## config.mk

```make
export PLATFORM = sky130hd
export DESIGN_NAME = i2c_bit_engine
export DESIGN_NICKNAME = d
export VERILOG_FILES = /design/src/rtl/i2c_bit_engine.sv
export SDC_FILE = /design/constraint.sdc
export NUM_CORES = 1
export LEC_CHECK = 0
export ABC_AREA = 1
export CAP_MARGIN = 20
export CORE_ASPECT_RATIO = 0.9
export CORE_MARGIN = 5
export CORE_UTILIZATION = 45
export CTS_BUF_LIST = sky130_fd_sc_hd__clkbuf_8 sky130_fd_sc_hd__clkbuf_16
export CTS_CLUSTER_SIZE = 10
export DETAILED_ROUTE_END_ITERATION = 8
export PLACE_DENSITY = 0.74
export SLEW_MARGIN = 10
export SYNTH_ARGS = -nofsm -noshare
export SYNTH_HDL_FRONTEND = slang
export SYNTH_SLANG_ARGS = --single-unit
```

## constraint.sdc

```tcl
create_clock -name clk -period 5.1 [get_ports clk]
set_input_delay 1.02 -clock clk [delete_from_list [all_inputs] [get_ports clk]]
set_output_delay 1.02 -clock clk [all_outputs]
set_load 0.1 [all_outputs]
```

## src/rtl/i2c_bit_engine.sv

```systemverilog
// Bit-level I2C line sequencer: runs START/STOP/WRITE/READ primitives over six
// phase ticks per SCL period, with clock stretching, arbitration loss and stretch timeout.
module i2c_bit_engine #(
    parameter int unsigned STRETCH_MAX = 1024
) (
    input  logic       clk,
    input  logic       reset,
    input  logic       tick_6x,
    input  logic [1:0] cmd,
    input  logic       din,
    input  logic       cmd_valid,
    output logic       cmd_ready,
    output logic       done,
    output logic       dout,
    output logic       arb_lost,
    output logic       timeout,
    input  logic       scl_in,
    input  logic       sda_in,
    output logic       scl_oe,
    output logic       sda_oe
);

    localparam int unsigned PH_W  = 3;
    localparam int unsigned CNT_W = $clog2(STRETCH_MAX + 1);

    localparam logic [1:0] CMD_START = 2'b00;
    localparam logic [1:0] CMD_STOP  = 2'b01;
    localparam logic [1:0] CMD_WRITE = 2'b10;
    localparam logic [1:0] CMD_READ  = 2'b11;

    typedef enum logic {
        ST_IDLE,
        ST_ACTIVE
    } state_t;

    state_t           state_q;
    logic [PH_W-1:0]  phase_q;
    logic [CNT_W-1:0] stretch_q;
    logic [1:0]       cmd_q;
    logic             din_q;
    logic             cmd_ready_q, done_q, dout_q, arb_lost_q, timeout_q;
    logic             scl_oe_q, sda_oe_q;
    logic             scl_meta_q, scl_s_q, sda_meta_q, sda_s_q;
    logic             scl_oe_d, sda_oe_d;
    logic             arb_hit_c;

    // Pad synchronisers; reset to the idle (released, high) bus level.
    always_ff @(posedge clk or negedge reset) begin
        if (!reset) begin
            scl_meta_q <= 1'b1;
            scl_s_q    <= 1'b1;
            sda_meta_q <= 1'b1;
            sda_s_q    <= 1'b1;
        end else begin
            scl_meta_q <= scl_in;
            scl_s_q    <= scl_meta_q;
            sda_meta_q <= sda_in;
            sda_s_q    <= sda_meta_q;
        end
    end

    // Line drive for the current phase; registered one clk later.
    always_comb begin
        scl_oe_d = (phase_q <= PH_W'(1)) ||
                   ((phase_q == PH_W'(5)) && (cmd_q != CMD_STOP));
        sda_oe_d = 1'b0;
        case (cmd_q)
            CMD_START: sda_oe_d = (phase_q >= PH_W'(4));
            CMD_STOP:  sda_oe_d = (phase_q <= PH_W'(3));
            CMD_WRITE: sda_oe_d = ~din_q;
            CMD_READ:  sda_oe_d = 1'b0;
            default:   sda_oe_d = 1'b0;
        endcase
    end

    assign arb_hit_c = (cmd_q == CMD_WRITE) && din_q &&
                       ((phase_q == PH_W'(3)) || (phase_q == PH_W'(4))) &&
                       scl_s_q && !sda_s_q;

    always_ff @(posedge clk or negedge reset) begin
        if (!reset) begin
            state_q     <= ST_IDLE;
            phase_q     <= '0;
            stretch_q   <= '0;
            cmd_q       <= CMD_START;
            din_q       <= 1'b0;
            cmd_ready_q <= 1'b1;
            done_q      <= 1'b0;
            dout_q      <= 1'b0;
            arb_lost_q  <= 1'b0;
            timeout_q   <= 1'b0;
            scl_oe_q    <= 1'b0;
            sda_oe_q    <= 1'b0;
        end else begin
            done_q     <= 1'b0;
            arb_lost_q <= 1'b0;
            timeout_q  <= 1'b0;
            case (state_q)
                ST_IDLE: begin
                    if (cmd_valid && cmd_ready_q) begin
                        cmd_q       <= cmd;
                        din_q       <= din;
                        phase_q     <= '0;
                        cmd_ready_q <= 1'b0;
                        state_q     <= ST_ACTIVE;
                    end
                end
                ST_ACTIVE: begin
                    scl_oe_q <= scl_oe_d;
                    sda_oe_q <= sda_oe_d;
                    if (tick_6x) begin
                        if (arb_hit_c) begin
                            arb_lost_q  <= 1'b1;
                            scl_oe_q    <= 1'b0;
                            sda_oe_q    <= 1'b0;
                            phase_q     <= '0;
                            cmd_ready_q <= 1'b1;
                            state_q     <= ST_IDLE;
                        end else if ((phase_q == PH_W'(3)) && !scl_s_q) begin
                            // Slave is stretching SCL: hold the phase and count.
                            if (stretch_q == CNT_W'(STRETCH_MAX - 1)) begin
                                timeout_q   <= 1'b1;
                                scl_oe_q    <= 1'b0;
                                sda_oe_q    <= 1'b0;
                                phase_q     <= '0;
                                cmd_ready_q <= 1'b1;
                                state_q     <= ST_IDLE;
                            end else begin
                                stretch_q <= stretch_q + CNT_W'(1);
                            end
                        end else if (phase_q == PH_W'(5)) begin
                            done_q      <= 1'b1;
                            phase_q     <= '0;
                            cmd_ready_q <= 1'b1;
                            state_q     <= ST_IDLE;
                        end else begin
                            if ((phase_q == PH_W'(3)) && (cmd_q == CMD_READ)) begin
                                dout_q <= sda_s_q;
                            end
                            if (phase_q == PH_W'(2)) begin
                                stretch_q <= '0;
                            end
                            phase_q <= phase_q + PH_W'(1);
                        end
                    end
                end
                default: state_q <= ST_IDLE;
            endcase
        end
    end

    assign cmd_ready = cmd_ready_q;
    assign done      = done_q;
    assign dout      = dout_q;
    assign arb_lost  = arb_lost_q;
    assign timeout   = timeout_q;
    assign scl_oe    = scl_oe_q;
    assign sda_oe    = sda_oe_q;

endmodule

```

==> metrics.txt <==
f_max=338 MHz; status=complete, no violations; Area Overhead vs Synth=17.1%; share of cells above drive strength 1=0.149; Die Y-Extent=66.2 µm; Total Routing Usage GR=0.140; Fin. Hold Viols=0; # Post-CTS Setup Buffers=0; Comb power frac=0.027; Post-DP HPWL=2160 µm; drt drc=0; Final GP Congestion=0.851; # rows=20; area share of fa/ha/maj cells after synthesis=0.0158; Layout Nets=232; synth cell count leaders=nand2_1 (60), nand3_1 (25), dfrtp_1 (24); asr flop ratio synth=1.00; Slew Limit Fails=0; Initial Util=0.467; CP top delay family=buffers and inverters; Final period util=0.580; largest net degree at the start of global routing=30; synth top area cells=dfrtp_1 (38%), nand2_1 (14%), dfstp_2 (8.3%); grt ovf=0; simple-gate share of the synthesized area=0.339; Synth top area share=0.380; internal power=331 µW; Critical Path Stages=1; post-layout minimum cycle time=2.96 ns; CP Class=flop to output pin; Post-synth EDFFs=0; CP Max Fanout=3; Reg-to-Reg Start=phase_q[1]; crit end category=output pin; Compound-Gate Fraction of Synth Area=0.0880; Worst Setup EP=cmd_ready; Primary FF master, synth=dfrtp_1; io pins=16; Max Cap Violations=0; die width=72.4 µm; initial DRC count=105; Required @ worst endpoint=4.08 ns; Post-Syn Nets=211; most common cell in the netlist=nand2_1; WL/cell=11.1 µm; crit path from=cmd_ready; worst reg2reg path depth=12; yosys warns=0; number of global-route vias before repair=1175; CTS buffer count=5; Slew HR=0.352; Core ar.=0.00338 mm²; critical path buffer and inverter count=1; post-route ant nets=0; CP cell instances=clkdlybuf4s50_1; antenna violations before repair=0; die area=0.00480 mm²; setup TNS=0 ns; Final setup viols=0; first-pass GRT wire length=5200 µm; Detailed Route WL=2960 µm; R2R Setup Slk=3.05 ns; Max Root-Sink Buffers=2; H-tree levels=2; DR vias/cell=4.95; Peak VDD IR=138 µV; Post-Layout Cell Count=266; Cell variety after synth=29; reg2reg end=stretch_q[0]; CP max stage delay=1.13 ns; Hold Buf Count CTS=0; CTS root buffer=clkbuf_8; HP Class=flop to flop; clk_lat worst skew=0.28 ns; RSZ-0062 raised after global routing=no; post-cts repair resize count=0; ant diodes=0; area leader, netlist=dfrtp_1; switching power=92.4 µW; CTS Sinks=29; CTS tree=yes; FF+latch count, synth=29; slowest CP cell=clkdlybuf4s50_1; Seq/Total Area, Yosys=0.464; first-pass iteration count of the detailed router=4; clk slew on worst S/H paths=0.06 ns; Tot Pwr=424 µW; largest family of logic cells by synthesized area=simple AND/OR/NAND/NOR gates; XOR/XNOR Fraction of Synth Area=0.0166; Post-Syn Area=0.00158 mm²; number of instances in the placed design=258; leakage power total=0.857 nW; CP arrival=1.94 ns; register share of total power=0.552; Fillers=313; Syn Inst Count=200; Clock Skews=0.00467 ns; Port Buffer Count=15; post-synthesis mux area share=0.00713; worst-margin pin slew=0.968 ns; via count=1316; Min Hold Slack=0.355 ns; Startpoint Class=flop; mean area per synthesized cell=7.90 µm²; Power Density=229 mW/mm²; sw frac=0.218; Clock power frac=0.422; Hold Path Depth=0
## per-stage QoR
step / setup slack [ns] / instance area (µm²) / utilization
floorplan: 3.18 / 1580 / -
global placement: 2.43 / 1770 / 0.523
detailed placement: 2.43 / 1770 / 0.523
CTS: 2.13 / 1850 / 0.547
global route: 2.10 / 1850 / 0.547
finish: 2.14 / 1850 / 0.547
## area by class of cell
class	instances	area, µm²	area share
multi-input combinational	148	737	0.399
sequential	29	732	0.396
timing repair buffer	16	158	0.0853
inverter	21	85.1	0.0460
clock buffer	5	68.8	0.0372
tap	44	55.1	0.0298
clock inverter	3	13.8	0.00744
## power groups by stage
stage	Clock [mW]	Combinational, mW	Sequential [mW]
final	0.179	0.0112	0.234
after global routing	0.192	0.0128	0.234
after CTS	0.182	0.0117	0.234
after detailed placement	0	0.0117	0.238
after global placement	0	0.0115	0.238
after floorplan	0	0.000233	0.238
## flip-flops by register name, summed over array words and instances, names as in the netlist
signal      flops
done            1
dout            1
phase_q         3
din_q           1
stretch_q      11
cmd_q           2
scl_s_q         1
cmd_ready       1
state_q         1
scl_meta_q      1
sda_meta_q      1
timeout         1
sda_oe          1
arb_lost        1
scl_oe          1
sda_s_q         1
## per-layer routing
layer | global-route usage | wire (µm)
met3 | 0.0319 | 163
met4 | 0.0622 | 60
met5 | 0 | 0
met1 | 0.194 | 1470
met2 | 0.207 | 1270
## worst min-delay path by stage
stage	start	end	slack, ns
2_1_floorplan	scl_meta_q	scl_s_q	0.35
6_report	sda_meta_q	sda_s_q	0.36
3_3_place_gp	scl_meta_q	scl_s_q	0.35
4_1_cts	sda_meta_q	sda_s_q	0.36
3_5_place_dp	sda_meta_q	sda_s_q	0.35
5_1_grt	sda_meta_q	sda_s_q	0.36
## cells by family (layout without fill, tap and decap cells)
group	after synthesis	count (layout)
buffers and inverters	23	45
AO/OA/AOI/OAI	22	22
XOR/XNOR	3	3
multiplexers	1	1
AND/OR/NAND/NOR	120	120
flip-flops	29	29
adder cells (fa/ha/maj)	2	2
## cell usage in the layout (no fill, tap or decap)
| cell type | count |
|---|---|
| a21o_1 | 1 |
| a21oi_1 | 4 |
| buf_4 | 1 |
| clkbuf_8 | 5 |
| clkdlybuf4s50_1 | 15 |
| clkinv_2 | 3 |
| dfrtp_1 | 24 |
| dfstp_2 | 5 |
| ha_1 | 2 |
| inv_1 | 18 |
| inv_2 | 2 |
| inv_6 | 1 |
| mux2_2 | 1 |
| nand2_1 | 60 |
| nand2_2 | 3 |
| nand3_1 | 25 |
| nand3b_1 | 1 |
| nand4_1 | 3 |
| nand4_2 | 1 |
| nor2_1 | 20 |
| nor2_2 | 2 |
| nor2_4 | 2 |
| nor3_1 | 1 |
| o211ai_1 | 1 |
| o21ai_0 | 8 |
| o21ai_1 | 1 |
| o21ai_2 | 5 |
| o21bai_1 | 2 |
| or2_2 | 2 |
| xor2_1 | 3 |
## worst register-to-register path, delay by kind of cell, from the launching register on
kind / cells / cell delay [ns]
AND/OR/NAND/NOR: 6 / 0.84
flip-flops: 1 / 0.45
buffers and inverters: 4 / 0.38
adder cells (fa/ha/maj): 1 / 0.20
AO/OA/AOI/OAI: 1 / 0.07
No activity file was read; power rests on OpenSTA's default activity.
